[config.mk]
export PLATFORM = sky130hd
export DESIGN_NAME = seg7_digit_scanner
export DESIGN_NICKNAME = d
export VERILOG_FILES = /design/src/rtl/seg7_pkg.sv /design/src/rtl/seg7_bcd_decode.sv /design/src/rtl/seg7_digit_scanner.sv
export SDC_FILE = /design/constraint.sdc
export NUM_CORES = 1
export LEC_CHECK = 0
export CORE_MARGIN = 2
export CORE_UTILIZATION = 50
export DETAILED_ROUTE_END_ITERATION = 12
export PLACE_DENSITY = 0.85
export SLEW_MARGIN = 20
export SYNTH_ARGS = -nofsm -noshare
export SYNTH_HDL_FRONTEND = slang
export SYNTH_SLANG_ARGS = --single-unit
[constraint.sdc]
create_clock -name clk -period 4.3 [get_ports clk]
set_clock_uncertainty 0.15 [all_clocks]
set_input_delay 0.86 -clock clk [delete_from_list [all_inputs] [get_ports clk]]
set_output_delay 0.86 -clock clk [all_outputs]
set_load 0.01 [all_outputs]
[src/rtl/seg7_pkg.sv]
// Shared 7-segment definitions: segment codes, scanner state encoding and
// the BCD-to-segment mapping used by the decoder and scanner.
package seg7_pkg;

  localparam logic [6:0] SEG_0     = 7'h3F;
  localparam logic [6:0] SEG_1     = 7'h06;
  localparam logic [6:0] SEG_2     = 7'h5B;
  localparam logic [6:0] SEG_3     = 7'h4F;
  localparam logic [6:0] SEG_4     = 7'h66;
  localparam logic [6:0] SEG_5     = 7'h6D;
  localparam logic [6:0] SEG_6     = 7'h7D;
  localparam logic [6:0] SEG_7     = 7'h07;
  localparam logic [6:0] SEG_8     = 7'h7F;
  localparam logic [6:0] SEG_9     = 7'h6F;
  localparam logic [6:0] SEG_BLANK = 7'h00;

  typedef enum logic [1:0] {
    IDLE  = 2'd0,
    BLANK = 2'd1,
    SHOW  = 2'd2
  } scan_state_e;

  // Non-decimal codes render dark rather than as hex glyphs.
  function automatic logic [6:0] bcd_to_seg(input logic [3:0] bcd);
    logic [6:0] seg;
    case (bcd)
      4'd0:    seg = SEG_0;
      4'd1:    seg = SEG_1;
      4'd2:    seg = SEG_2;
      4'd3:    seg = SEG_3;
      4'd4:    seg = SEG_4;
      4'd5:    seg = SEG_5;
      4'd6:    seg = SEG_6;
      4'd7:    seg = SEG_7;
      4'd8:    seg = SEG_8;
      4'd9:    seg = SEG_9;
      default: seg = SEG_BLANK;
    endcase
    return seg;
  endfunction

endpackage

[src/rtl/seg7_bcd_decode.sv]
// Combinational 4-bit BCD to 7-segment decoder (segments a..g on bits 0..6).
module seg7_bcd_decode
  import seg7_pkg::*;
(
  input  logic [3:0] bcd,
  output logic [6:0] seg
);

  // Pure lookup through the shared mapping.
  always_comb begin
    seg = bcd_to_seg(bcd);
  end

endmodule

[src/rtl/seg7_digit_scanner.sv]
// Time-multiplexed 7-segment scanner: one shared segment bus, one-hot digit
// enables, dead-time blanking per slot and frame-aligned double buffering.
module seg7_digit_scanner
  import seg7_pkg::*;
#(
  parameter int NUM_DIGITS   = 4,
  parameter int SCAN_DIV     = 1024,
  parameter int BLANK_CYCLES = 16
) (
  input  logic                    clk,
  input  logic                    rst_n,
  input  logic                    en,
  input  logic                    load,
  input  logic [4*NUM_DIGITS-1:0] bcd_in,
  input  logic [NUM_DIGITS-1:0]   dp_in,
  input  logic                    lz_blank,
  output logic [6:0]              seg_out,
  output logic                    dp_out,
  output logic [NUM_DIGITS-1:0]   dig_en,
  output logic                    frame_done
);

  localparam int CNT_W = $clog2(SCAN_DIV);
  localparam int IDX_W = $clog2(NUM_DIGITS);

  localparam logic [CNT_W-1:0]      CNT_ZERO   = CNT_W'(0);
  localparam logic [CNT_W-1:0]      CNT_ONE    = CNT_W'(1);
  localparam logic [CNT_W-1:0]      BLANK_LAST = CNT_W'(BLANK_CYCLES - 1);
  localparam logic [CNT_W-1:0]      SLOT_LAST  = CNT_W'(SCAN_DIV - 1);
  localparam logic [IDX_W-1:0]      IDX_ZERO   = IDX_W'(0);
  localparam logic [IDX_W-1:0]      IDX_ONE    = IDX_W'(1);
  localparam logic [IDX_W-1:0]      IDX_LAST   = IDX_W'(NUM_DIGITS - 1);
  localparam logic [NUM_DIGITS-1:0] DIG_ONE    = NUM_DIGITS'(1);

  scan_state_e               state_r;
  logic [IDX_W-1:0]          idx_r;
  logic [CNT_W-1:0]          cnt_r;
  logic [4*NUM_DIGITS-1:0]   pend_bcd_r;
  logic [NUM_DIGITS-1:0]     pend_dp_r;
  logic [4*NUM_DIGITS-1:0]   act_bcd_r;
  logic [NUM_DIGITS-1:0]     act_dp_r;
  logic [6:0]                seg_r;
  logic                      dp_r;
  logic [NUM_DIGITS-1:0]     dig_en_r;
  logic                      frame_done_r;

  logic [3:0]                cur_bcd_s;
  logic [6:0]                dec_seg_s;
  logic                      upper_zero_s;
  logic [6:0]                show_seg_s;

  assign cur_bcd_s    = act_bcd_r[{idx_r, 2'b00} +: 4];
  assign upper_zero_s = ((act_bcd_r >> {idx_r, 2'b00}) == {(4*NUM_DIGITS){1'b0}});

  seg7_bcd_decode u_decode (
    .bcd (cur_bcd_s),
    .seg (dec_seg_s)
  );

  // Leading-zero suppression: digit 0 always stays lit so a zero value is visible.
  always_comb begin
    show_seg_s = dec_seg_s;
    if (lz_blank && (idx_r != IDX_ZERO) && upper_zero_s) begin
      show_seg_s = SEG_BLANK;
    end else begin
      show_seg_s = dec_seg_s;
    end
  end

  // Pending/active buffers; active only changes while idle or at a frame boundary.
  always_ff @(posedge clk or negedge rst_n) begin
    if (!rst_n) begin
      pend_bcd_r <= {(4*NUM_DIGITS){1'b0}};
      pend_dp_r  <= {NUM_DIGITS{1'b0}};
      act_bcd_r  <= {(4*NUM_DIGITS){1'b0}};
      act_dp_r   <= {NUM_DIGITS{1'b0}};
    end else begin
      if (load) begin
        pend_bcd_r <= bcd_in;
        pend_dp_r  <= dp_in;
      end
      if ((state_r == IDLE) || frame_done_r) begin
        act_bcd_r <= load ? bcd_in : pend_bcd_r;
        act_dp_r  <= load ? dp_in  : pend_dp_r;
      end
    end
  end

  // Scan FSM with registered outputs; outputs follow the state one cycle later.
  always_ff @(posedge clk or negedge rst_n) begin
    if (!rst_n) begin
      state_r      <= IDLE;
      idx_r        <= IDX_ZERO;
      cnt_r        <= CNT_ZERO;
      seg_r        <= SEG_BLANK;
      dp_r         <= 1'b0;
      dig_en_r     <= {NUM_DIGITS{1'b0}};
      frame_done_r <= 1'b0;
    end else begin
      frame_done_r <= 1'b0;
      seg_r        <= SEG_BLANK;
      dp_r         <= 1'b0;
      dig_en_r     <= {NUM_DIGITS{1'b0}};
      if (!en) begin
        state_r <= IDLE;
        idx_r   <= IDX_ZERO;
        cnt_r   <= CNT_ZERO;
      end else begin
        case (state_r)
          IDLE: begin
            state_r <= BLANK;
            idx_r   <= IDX_ZERO;
            cnt_r   <= CNT_ZERO;
          end
          BLANK: begin
            cnt_r <= cnt_r + CNT_ONE;
            if (cnt_r == BLANK_LAST) begin
              state_r <= SHOW;
            end
          end
          SHOW: begin
            seg_r    <= show_seg_s;
            dp_r     <= act_dp_r[idx_r];
            dig_en_r <= DIG_ONE << idx_r;
            if (cnt_r == SLOT_LAST) begin
              cnt_r   <= CNT_ZERO;
              state_r <= BLANK;
              if (idx_r == IDX_LAST) begin
                idx_r        <= IDX_ZERO;
                frame_done_r <= 1'b1;
              end else begin
                idx_r <= idx_r + IDX_ONE;
              end
            end else begin
              cnt_r <= cnt_r + CNT_ONE;
            end
          end
          default: begin
            state_r <= IDLE;
            idx_r   <= IDX_ZERO;
            cnt_r   <= CNT_ZERO;
          end
        endcase
      end
    end
  end

  assign seg_out    = seg_r;
  assign dp_out     = dp_r;
  assign dig_en     = dig_en_r;
  assign frame_done = frame_done_r;

endmodule

After elaboration in Yosys (flattened, before gate mapping):

Memory sizes are Yosys's and may differ from the RTL's.
Index checks and enable logic that the tools add are counted.

* memories: 1
* bits in registers: 67
* word-level logic and storage cells: 60
* bits in read-only memories: 112

Memories
* (name not given): words 16, bits a word 7, read ports 1, clocked after Yosys merged registers in 0, write ports 0, RTL line seg7_pkg.sv:26 `case (bcd)`

* reduce and logical (&&, ||, !) cells: 8
* muxes and demuxes: 26
* $lt $le $gt $ge: 1
* add/sub/neg operators: 2
* equal/unequal tests: 8
* shift-type cells: 3

Operators with widths (count)
* two-way mux 7 bit: 3
* two-way mux 10 bit: 2
* case mux 10 bit (2 select lines): 1
* logical NOT 16 bit: 1
* two-way mux 16 bit: 1
* variable part select 16 x 5 -> 4 bit: 1
* right shift 16 x 4 -> 16 bit: 1
* two-way mux 2 bit: 6
* two-way mux 4 bit: 3
* adder 10 x 1 -> 10 bit, second input constant: 1
* equality test 10 bit, second input constant: 1
* equality test 10 x 4 -> 1 bit, second input constant: 1
* two-way mux 1 bit: 7
* != test 3 bit, second input constant: 2
* case mux 2 bit (3 select lines): 1
* equality test 2 bit, second input constant: 2
* case mux 2 bit (2 select lines): 1
* AND reduction 2 bit: 2
* << shifter 1 x 2 -> 4 bit, first input constant: 1
* less-than comparator 2 x 3 -> 1 bit, second input constant: 1
* adder 2 x 1 -> 2 bit, second input constant: 1
* binary-select mux 1 bit (select 2 bit): 1
* equality test 2 x 1 -> 1 bit, second input constant: 1
* logical AND 1 bit: 2
* other kinds (4): 4

Logic depth before layout (Yosys ltp):

* word-level depth: 6
* gate-level depth with buffers: 8

Modules after synthesis:

From an unflattened synthesis, not the netlist that was laid out.

* cell total of the unflattened synthesis: 244
* area total of the unflattened synthesis: 3129.3 sq um

Modules (own cells, without submodules)
* seg7_digit_scanner: area each 2909.0 sq um, cells an instance 216, sequential area each 1676.6 sq um, times used 1
* seg7_bcd_decode: area each 220.2 sq um, cells an instance 28, sequential area each 0.0 sq um, times used 1

Least setup slack after synthesis:

OpenSTA, ideal clock, no wires.

* path type: register -> register
* start point: register idx_r[1]
* end point: register seg_r[0] (netlist: seg_out[0])
* cell stages (with the launch flop): 8
* path slack: 1941 ps
* setup time: 139 ps
* required time: 4011 ps
* period minus slack after synthesis: 2359 ps
* data arrival time: 2070 ps
* cell sequence: dfrtp_1 clkbuf_1 mux4_2 inv_1 ha_1 nand2_1 o311ai_2 nor2_1

* cells in the longest elaborated chain, start to end: 6
* elaborated cells between the ends (all ways): 10
* classes of those cells: shift: 2; mux: 3; reduce/logical: 4; memory: 1

RTL lines
* start, declared: RTL line seg7_digit_scanner.sv:36 `logic [IDX_W-1:0] idx_r;`
* start signal, assigned: RTL line seg7_digit_scanner.sv:132 `idx_r <= idx_r + IDX_ONE;`
* branches (longest 3 deep; another with memory read (16 x 7 bit))
* two-way mux 7 bit *: RTL line seg7_digit_scanner.sv:63 `if (lz_blank && (idx_r != IDX_ZERO) && upper_zero_s) begin`
* two-way mux 7 bit *: RTL line seg7_digit_scanner.sv:109 `case (state_r)`
* two-way mux 7 bit *: RTL line seg7_digit_scanner.sv:104 `if (!en) begin`
* end signal, assigned: RTL line seg7_digit_scanner.sv:122 `seg_r <= show_seg_s;`
* end, declared: RTL line seg7_digit_scanner.sv:42 `logic [6:0] seg_r;`

Mark *: on every way between the ends.
A chain may end at the register's enable or synchronous reset.

Worst setup path in the final report:

* start point: input port load
* end point: register act_bcd_r[1]

* cells in the longest elaborated chain, start to end: 1

RTL lines
* start, declared: RTL line seg7_digit_scanner.sv:13 `input logic load,`
* two-way mux 16 bit
* end signal, assigned: RTL line seg7_digit_scanner.sv:75 `act_bcd_r <= {(4*NUM_DIGITS){1'b0}};`
* end signal, assigned: RTL line seg7_digit_scanner.sv:83 `act_bcd_r <= load ? bcd_in : pend_bcd_r;`
* end, declared: RTL line seg7_digit_scanner.sv:40 `logic [4*NUM_DIGITS-1:0] act_bcd_r;`

No other way between the ends.

==> Implementation_results.wiki <==
{| class="wikitable"
! Metric !! Value
|-
| CP Data Arrival Time || 2.67 ns
|-
| DRC Markers || 0
|-
| Terminus of the critical flop-to-flop path || seg_out[4]
|-
| Synth unique cells || 37
|-
| Mapped Cells || 240
|-
| Maximum number of pins on one net before global-route repair || 30
|-
| Worst IR Drop VDD || 0.332 mV
|-
| Growth of design area from synthesis to finish || 22.8%
|-
| Ratio of routed vias to standard cells || 5.43
|-
| Sw frac || 29.7%
|-
| Final Slew Violations || 0
|-
| Cell at the root of the clock tree || sky130_fd_sc_hd__clkbuf_8
|-
| Startpoint type of the worst setup path || primary input
|-
| Multi-input logic area || 0.00131 mm²
|-
| Worst hold-check path type || reg2reg
|-
| Total number of placement rows || 28
|-
| Final layout net count || 321
|-
| Syn avg cell area || 12.7 µm²
|-
| Worst slew margin || 35.9%
|-
| DR vias || 1966
|-
| Hold Violations, Final || 0
|-
| Number of clock buffers inserted by TritonCTS || 9
|-
| Sequential power share || 41.3%
|-
| Endpoint required time on the critical path || 4.38 ns
|-
| Critical setup path kind || in2reg
|-
| FF+latch count, synth || 67
|-
| Number of global-route vias before repair || 1978
|-
| Core area || 0.00592 mm²
|-
| Filler instances || 463
|-
| GRT Resource Usage Total || 18.9%
|-
| Number of resized instances in the post-cts repair step || 0
|-
| Clock-pin slew on the worst setup and hold paths || 0.07 ns
|-
| P per Cell Area || 561 mW/mm²
|-
| Switching power summed over all nets || 626 µW
|-
| Port Buf Inserts || 37
|-
| Hold Startpoint || cnt_r[0]
|-
| TritonCTS sink count || 67
|-
| Number of violations of the max-capacitance limit || 0
|-
| Clock tree from TritonCTS || done
|-
| Top achievable clock speed || 385 MHz
|-
| Worst stage delay on the critical path || 1.10 ns
|-
| Warning count from the yosys run || 0
|-
| Average routed wire per standard cell || 15.2 µm
|-
| Part of the power in the clock network || 29.8%
|-
| Hold path endpoint || cnt_r[0]
|-
| Global-route wire length before repair || 9340 µm
|-
| Top-level port count || 38
|-
| Finished layout cell area || 0.00376 mm²
|-
| Net count after synthesis || 279
|-
| Total cell area at the placement stage || 0.00351 mm²
|-
| Number of levels the H-tree was split into || 3
|-
| Setup repair after global routing missed its margin || no
|-
| Detailed placement HPWL || 3890 µm
|-
| Synthesized area || 0.00306 mm²
|-
| Initial core utilization || 51.7%
|-
| Core Util, Final || 63.4%
|-
| Post-Place Setup Slack || 1.32 ns
|-
| Worst Reg-to-Reg Cells || 6
|-
| Internal Pwr Total || 1480 µW
|-
| Storage cell area || 0.00168 mm²
|-
| Transition time of the tightest slew-check pin || 0.958 ns
|-
| Cts-stage hold buffer count || 0
|-
| Final setup fails || 0
|-
| Maximum root-to-sink buffer count || 2
|-
| Biggest fanout along the worst timing path || 20
|-
| Crit. End Element || register
|-
| Run status || finished, final reports clean
|-
| Worst reg-to-reg setup slack || 1.77 ns
|-
| Combinational share of power || 28.9%
|-
| Iter 0 DRT Violations || 87
|-
| Series of cell instances along the critical path || clkdlybuf4s50_1, mux2_2, mux2_2
|-
| Antenna fix cells || 0
|-
| Die boundary width || 82.2 µm
|-
| Overall die height || 82.2 µm
|-
| Total global routing overflow || 0
|-
| Sum of negative setup slack || 0 ns
|-
| Ratio of final minimum period to clock period || 60.4%
|-
| 1st-pass router iterations || 6
|-
| Min Hold Slack || 0.335 ns
|-
| Fraction of final layout cells with drive strength greater than 1 || 23.7%
|-
| Post-CTS Setup Inserts || 0
|-
| Overall die area || 0.00676 mm²
|-
| Worst path most repeated cell || sky130_fd_sc_hd__mux2_2
|-
| Min cycle time layout || 2.60 ns
|-
| Wire length reported by the detailed router || 5510 µm
|-
| Weighted congestion at the end of routability-driven global placement || 0.833
|-
| Sequential-to-total area share from yosys stat || 54.8%
|-
| Post-DRT Antenna Nets || 0
|-
| Library cell contributing the largest single delay on the critical path || sky130_fd_sc_hd__clkdlybuf4s50_1
|-
| Leakage power figure || 0.00161 µW
|-
| Number of antenna violations at the first check in global routing || 0
|-
| Worst-Skew Late Latency || 0.34 ns
|-
| Hold path cells || 1
|-
| Worst setup margin || 1.70 ns
|-
| Worst r2r src || idx_r[1]
|}
[routing by layer]
metal,up-vias,wire length (µm),track usage (%)
met3,13,158,3.59
met5,-,0,0
met2,42,2610,29.8
met4,0,181,12.3
li1,924,-,-
met1,987,2560,24.0
[final cells by class]
| type | count | area share [%] |
|---|---|---|
| clock buffers | 12 | 3.86 |
| flip-flops and latches | 67 | 44.6 |
| clock inverters | 4 | 2.60 |
| multi-input cells | 155 | 34.9 |
| repair buffers | 39 | 10.5 |
| inverters | 10 | 0.999 |
| well taps | 75 | 2.50 |
[Yosys cell counts]
master / instances / share of area [%]
sky130_fd_sc_hd__o311ai_0: 1 / 0.29
sky130_fd_sc_hd__clkbuf_1: 6 / 0.74
sky130_fd_sc_hd__buf_2: 2 / 0.33
sky130_fd_sc_hd__mux2_2: 41 / 15
sky130_fd_sc_hd__nor2b_1: 1 / 0.20
sky130_fd_sc_hd__nor4b_1: 1 / 0.29
sky130_fd_sc_hd__and4_4: 1 / 0.37
sky130_fd_sc_hd__nor4_1: 2 / 0.41
sky130_fd_sc_hd__o21bai_1: 1 / 0.25
sky130_fd_sc_hd__o22ai_1: 1 / 0.20
sky130_fd_sc_hd__and3_1: 7 / 1.4
sky130_fd_sc_hd__mux2i_1: 5 / 1.6
sky130_fd_sc_hd__xnor2_1: 4 / 1.1
sky130_fd_sc_hd__nor2_1: 22 / 2.7
sky130_fd_sc_hd__and2_1: 1 / 0.20
sky130_fd_sc_hd__dfrtp_1: 67 / 55
sky130_fd_sc_hd__xor2_1: 4 / 1.1
sky130_fd_sc_hd__nand4_4: 1 / 0.70
sky130_fd_sc_hd__or2_2: 1 / 0.20
sky130_fd_sc_hd__or3b_1: 1 / 0.29
sky130_fd_sc_hd__mux4_2: 4 / 2.9
sky130_fd_sc_hd__o311ai_2: 1 / 0.53
sky130_fd_sc_hd__nor3_2: 1 / 0.33
sky130_fd_sc_hd__or4b_1: 1 / 0.33
sky130_fd_sc_hd__inv_1: 10 / 1.2
sky130_fd_sc_hd__nand2_1: 13 / 1.6
sky130_fd_sc_hd__o41ai_1: 1 / 0.29
sky130_fd_sc_hd__ha_1: 14 / 5.7
sky130_fd_sc_hd__o21a_1: 2 / 0.49
sky130_fd_sc_hd__and3_2: 1 / 0.25
sky130_fd_sc_hd__o31a_1: 1 / 0.29
sky130_fd_sc_hd__nor3_1: 2 / 0.33
sky130_fd_sc_hd__nand3_1: 3 / 0.49
sky130_fd_sc_hd__a21oi_1: 7 / 1.1
sky130_fd_sc_hd__o21ai_0: 6 / 0.98
sky130_fd_sc_hd__a31oi_1: 2 / 0.41
sky130_fd_sc_hd__o211ai_1: 1 / 0.25
[worst max-delay path: cells and delay by family]
kind / cells / cell delay [ns]
mux: 2 / 0.70
buf+inv: 1 / 1.10
[flip-flops by register name (all words and copies together) (netlist names)]
name        count
act_bcd_r      16
act_dp_r        4
cnt_r          10
dig_en          4
dp_out          1
frame_done      1
idx_r           2
pend_bcd_r     16
pend_dp_r       4
seg_out         7
state_r         2
[power groups by stage]
stage	Sequential (µW)	Clock [µW]	Combinational (µW)
after floorplan	845	0	465
after global placement	873	0	581
after detailed placement	882	0	603
after CTS	872	638	614
after global routing	888	665	682
final	871	629	609
[cell usage in the layout, fill, tap and decap left out, types with 2 or more instances in the layout]
cell type,instances
sky130_fd_sc_hd__a21oi_1,7
sky130_fd_sc_hd__a31oi_1,2
sky130_fd_sc_hd__and3_1,7
sky130_fd_sc_hd__bufinv_16,3
sky130_fd_sc_hd__clkbuf_1,2
sky130_fd_sc_hd__clkbuf_8,10
sky130_fd_sc_hd__clkdlybuf4s50_1,36
sky130_fd_sc_hd__dfrtp_1,67
sky130_fd_sc_hd__ha_1,14
sky130_fd_sc_hd__inv_1,10
sky130_fd_sc_hd__mux2_2,41
sky130_fd_sc_hd__mux2i_1,5
sky130_fd_sc_hd__mux4_2,4
sky130_fd_sc_hd__nand2_1,13
sky130_fd_sc_hd__nand3_1,3
sky130_fd_sc_hd__nor2_1,22
sky130_fd_sc_hd__nor3_1,2
sky130_fd_sc_hd__nor4_1,2
sky130_fd_sc_hd__o21a_1,2
sky130_fd_sc_hd__o21ai_0,6
sky130_fd_sc_hd__xnor2_1,4
sky130_fd_sc_hd__xor2_1,4
[worst max-delay path by stage]
stage / from / to / slack (ns) / cells after the start
floorplan: idx_r[1] / seg_out[0] / 1.94 / 7
global route: load / act_bcd_r[1] / 1.63 / 3
detailed placement: load / act_bcd_r[6] / 1.32 / 3
CTS: load / act_bcd_r[1] / 1.68 / 3
finish: load / act_bcd_r[1] / 1.70 / 3
global placement: load / act_dp_r[2] / 1.39 / 3
[logic make-up (layout without fill, tap and decap cells)]
family                   after synthesis  in the layout  synth area share (%)
AO/OA/AOI/OAI                         24             24                  5.11
XOR/XNOR                               8              8                  2.29
adder cells (fa/ha/maj)               14             14                  5.73
buffers and inverters                 18             65                  2.29
flip-flops                            67             67                  54.8
multiplexers                          50             50                  19.7
AND/OR/NAND/NOR                       59             59                  10.1
[metrics by stage]
stage	cells	power, µW
2_1_floorplan	240	1310
3_3_place_gp	345	1450
3_5_place_dp	346	1490
4_1_cts	362	2120
5_1_grt	362	2230
6_report	362	2110
Note: power is estimated with default switching activity, not from simulation.
